[src/rtl/writeback_arbiter.sv]
// Round-robin arbiter sharing the register-file write port between ALU (p0) and load unit (p1).
// Optional RAW scoreboard built when WB_ARB_SCOREBOARD_EN is defined.
module writeback_arbiter #(
    parameter int DATA_WIDTH = 32
) (
    input  logic                  clk,
    input  logic                  reset,
    input  logic                  p0_valid,
    input  logic [4:0]            p0_rd,
    input  logic [DATA_WIDTH-1:0] p0_data,
    output logic                  p0_ready,
    input  logic                  p1_valid,
    input  logic [4:0]            p1_rd,
    input  logic [DATA_WIDTH-1:0] p1_data,
    output logic                  p1_ready,
    output logic [4:0]            rf_a3,
    output logic [DATA_WIDTH-1:0] rf_wd,
    output logic                  rf_wen,
    input  logic                  issue_valid,
    input  logic [4:0]            issue_rd,
    input  logic [4:0]            chk_a1,
    input  logic [4:0]            chk_a2,
    output logic                  chk_busy
);

    // prio = 0 favours port 0 under contention, 1 favours port 1
    logic prio;
    logic grant0, grant1;

    always_comb begin
        grant0 = !reset && p0_valid && (!p1_valid || !prio);
        grant1 = !reset && p1_valid && (!p0_valid ||  prio);
    end

    assign p0_ready = grant0;
    assign p1_ready = grant1;

    // Write stage: one committed write per cycle, x0 requests handshake but never enable
    always_ff @(posedge clk) begin
        if (reset) begin
            prio   <= 1'b0;
            rf_wen <= 1'b0;
            rf_a3  <= '0;
            rf_wd  <= '0;
        end else if (grant0) begin
            prio   <= 1'b1;
            rf_wen <= (p0_rd != 5'd0);
            rf_a3  <= p0_rd;
            rf_wd  <= p0_data;
        end else if (grant1) begin
            prio   <= 1'b0;
            rf_wen <= (p1_rd != 5'd0);
            rf_a3  <= p1_rd;
            rf_wd  <= p1_data;
        end else begin
            rf_wen <= 1'b0;
        end
    end

`ifdef WB_ARB_SCOREBOARD_EN
    logic [31:1] pending;
    logic [31:1] pending_nxt;
    logic [31:0] pending_full;

    // Clear from the committing write first, then apply the issue so a same-edge set wins
    always_comb begin
        pending_nxt = pending;
        for (int i = 1; i < 32; i++) begin
            if (rf_wen && (rf_a3 == 5'(i)))
                pending_nxt[i] = 1'b0;
            if (issue_valid && (issue_rd == 5'(i)))
                pending_nxt[i] = 1'b1;
        end
    end

    always_ff @(posedge clk) begin
        if (reset)
            pending <= '0;
        else
            pending <= pending_nxt;
    end

    assign pending_full = {pending, 1'b0};

    always_comb begin
        chk_busy = !reset &&
                   (((chk_a1 != 5'd0) && pending_full[chk_a1]) ||
                    ((chk_a2 != 5'd0) && pending_full[chk_a2]));
    end
`else
    logic unused_sb;
    assign unused_sb = ^{issue_valid, issue_rd, chk_a1, chk_a2};
    assign chk_busy  = 1'b0;
`endif

endmodule

[config.mk]
export PLATFORM = sky130hd
export DESIGN_NAME = writeback_arbiter
export DESIGN_NICKNAME = d
export VERILOG_FILES = /design/src/rtl/writeback_arbiter.sv
export SDC_FILE = /design/constraint.sdc
export NUM_CORES = 1
export LEC_CHECK = 0
export BUFFER_PORTS_ARGS = -buffer_cell sky130_fd_sc_hd__buf_4
export CORE_ASPECT_RATIO = 1.2
export CORE_MARGIN = 2
export CORE_UTILIZATION = 45
export CTS_BUF_LIST = sky130_fd_sc_hd__clkbuf_4
export CTS_CLUSTER_DIAMETER = 60
export DETAILED_ROUTE_END_ITERATION = 12
export PLACE_DENSITY_LB_ADDON = 0.25
export SYNTH_ARGS = -nofsm -noshare
export SYNTH_HDL_FRONTEND = slang
export SYNTH_SLANG_ARGS = --single-unit
export TNS_END_PERCENT = 30
[constraint.sdc]
create_clock -name clk -period 2.34 [get_ports clk]
set_input_delay 0.468 -clock clk [delete_from_list [all_inputs] [get_ports clk]]
set_output_delay 0.468 -clock clk [all_outputs]
set_load 0.1 [all_outputs]
==> results_dict.tcl <==
set metrics [dict create \
    endpoint_kind "output pin" \
    drc 0 \
    yosysSeqAreaShare_pct 42.2 \
    layout_commonest_cell "buf_4" \
    cts_made_buffers 5 \
    cts-root-buf "clkbuf_4" \
    htreeDepth 2 \
    r2r_cells 4 \
    power_switching_share_pct 43.3 \
    die_area_um2 4640 \
    antenna_found_initial 0 \
    worst_pin_slew_ns 0.780 \
    postSynthAreaPerCell_um2 9.84 \
    synthCells 188 \
    dpl-instance-area_um2 2730 \
    wl_per_cell_um 15.9 \
    final_cell_area_um2 2780 \
    grt_pass1_wl_um 8670 \
    via_per_inst 5.69 \
    rsz0062_at_grt "false" \
    max-cap-violations 0 \
    grt_max_degree 39 \
    hold_end "rf_wd[3]" \
    postCtsSetupBuffers 0 \
    area_delta_synth_final_pct 50.1 \
    grt_overflow_total 0 \
    critPathLaunchType "register" \
    outcome "completed" \
    worstPathArrival_ns 1.35 \
    dpl_worst_slack_ns 0.390 \
    powerDensity_nw_per_um2 680 \
    rows 25 \
    regArea_um2 781 \
    synth_top_area_cell "dfxtp_1" \
    synth.area.top_cells "dfxtp_1, a221o_1, a2111oi_0, inv_1, buf_6" \
    max_freq_mhz 550 \
    clock-sinks 39 \
    ys_ff_latch 39 \
    ctsResizeCount 0 \
    finalSetupTns_ns 0 \
    ant_nets 0 \
    required_ns 1.87 \
    min_path_cells 2 \
    start_util_pct 47.0 \
    core_area_um2 3940 \
    pwr-share-comb_pct 42.3 \
    crit_fanout 3 \
    antennaDiodeCount 0 \
    syn_area_um2 1850 \
    drt_wl_total_um 5580 \
    regToRegSetupSlack_ns 0.92 \
    vias 1998 \
    setup_ws_ns 0.523 \
    slew_viol_final 0 \
    io_buffers 117 \
    p_clk_share_pct 17.7 \
    slew_headroom_pct 47.8 \
    ir_worst_vdd_uv 371 \
    path_clk_slew_ns 0.12 \
    crit_slowest_cell "dfxtp_1" \
    grt_usage_pct 23.4 \
    crit_chain "nand2b_1 > and3b_1 > buf_4" \
    min_from "p0_data[3]" \
    cts_hold_buf 0 \
    clock_skew_ns 0.00543 \
    fillCellCount 322 \
    drtPass1Iterations 4 \
    yosysUniqueCellTypes 21 \
    holdWs_ns 0.345 \
    p_int_mw 1.07 \
    r2r-end "rf_wd[26]" \
    cts_tree "built" \
    fin_crit_ns 1.82 \
    finalCritPeriodShare_pct 77.6 \
    p_sw_mw 0.818 \
    crit_type "reg2out" \
    multi_input_area_um2 795 \
    grt_pass1_vias 1778 \
    min_path_type "in2reg" \
    r2r_start "prio" \
    hpwl_um 3910 \
    setup_viol 0 \
    synth_nets 282 \
    cp_slowest_stage_delay_ns 0.36 \
    die_y_um 74.2 \
    p_seq_share_pct 40.0 \
    final-hold-violation-count 0 \
    io-pin-count 135 \
    clockBufferDepth 2 \
    clk_latency_ns 0.34 \
    die_w_um 62.5 \
    synth_top_area_share_pct 42.2 \
    drive_gt1_share_pct 44.8 \
    leakage_nw 1.35 \
    nets 390 \
    ys_warn_count 0 \
    place.gp.congestion 0.754 \
    final_cell_mix "buf_4, dfxtp_1, inv_1, a2111oi_0, a221o_1" \
    drt_iter0_markers 97 \
]
[critical path, delay by kind of cell (launching register included)]
| kind | cells | cell delay, ns |
|---|---|---|
| buffers and inverters | 1 | 0.31 |
| flip-flops | 1 | 0.36 |
| AND/OR/NAND/NOR | 2 | 0.33 |
[area by class of cell]
cell class,count,area share (%)
clock buffers,6,1.62
multi-input cells,89,28.6
clock inverters,2,0.270
flip-flops and latches,39,28.1
repair buffers,124,34.0
well taps,54,2.43
inverters,37,5.00
[synthesized netlist by cell type]
library cell / instances
nand2_1: 2
clkbuf_2: 3
a22o_1: 1
a2111oi_0: 37
clkbuf_1: 7
nor3_2: 1
nor3_1: 2
nand3_1: 1
buf_1: 1
and3b_1: 1
conb_1: 1
buf_4: 1
and3b_4: 1
a21oi_1: 1
nand2b_1: 2
inv_1: 37
dfxtp_1: 39
a221o_1: 37
buf_6: 6
nor2_1: 2
buf_2: 5
[state kept, by name, indices dropped and copies added (netlist names)]
signal and count:
rf_wen 1, rf_a3 5, rf_wd 32, prio 1
[per-layer routing]
metal | routed length, um | up-vias | track usage, %
met2 | 2660 | 96 | 38.9
met4 | 95 | 0 | 8.89
met1 | 2410 | 937 | 29.8
li1 | - | 955 | -
met5 | 0 | - | 0
met3 | 420 | 10 | 5.90
[worst max-delay path by stage]
stage	from	end	slack, ns	cells after the start
3_5_place_dp	reset	rf_wd[5]	0.39	4
5_1_grt	prio	p1_ready	0.44	3
6_report	prio	p1_ready	0.52	3
3_3_place_gp	reset	rf_wd[9]	0.41	4
4_1_cts	prio	p1_ready	0.53	3
2_1_floorplan	p1_valid	p0_ready	0.09	3
[through the flow]
step / instances / util, % / power, mW
3_5_place_dp: 343 / 69.1 / 1.57
4_1_cts: 351 / 70.5 / 1.90
6_report: 351 / 70.5 / 1.89
3_3_place_gp: 343 / 69.1 / 1.56
2_1_floorplan: 188 / - / 1.34
5_1_grt: 351 / 70.5 / 1.96
[cells by family (layout without fill, tap and decap cells)]
| logic type | count (synthesis) | in the layout | synth area share [%] |
|---|---|---|---|
| simple gates | 12 | 12 | 3.99 |
| compound gates | 76 | 76 | 38.3 |
| other cells | 1 | 1 | 0.203 |
| flops | 39 | 39 | 42.2 |
| buf+inv | 60 | 169 | 15.3 |
[power groups by stage]
stage / combinational, mW / clock [mW] / sequential [mW]
after CTS: 0.800 / 0.339 / 0.756
after global placement: 0.794 / 0 / 0.769
after floorplan: 0.156 / 0 / 1.19
after detailed placement: 0.799 / 0 / 0.771
final: 0.798 / 0.335 / 0.756
after global routing: 0.825 / 0.370 / 0.764
No activity file was read; power rests on OpenSTA's default activity.
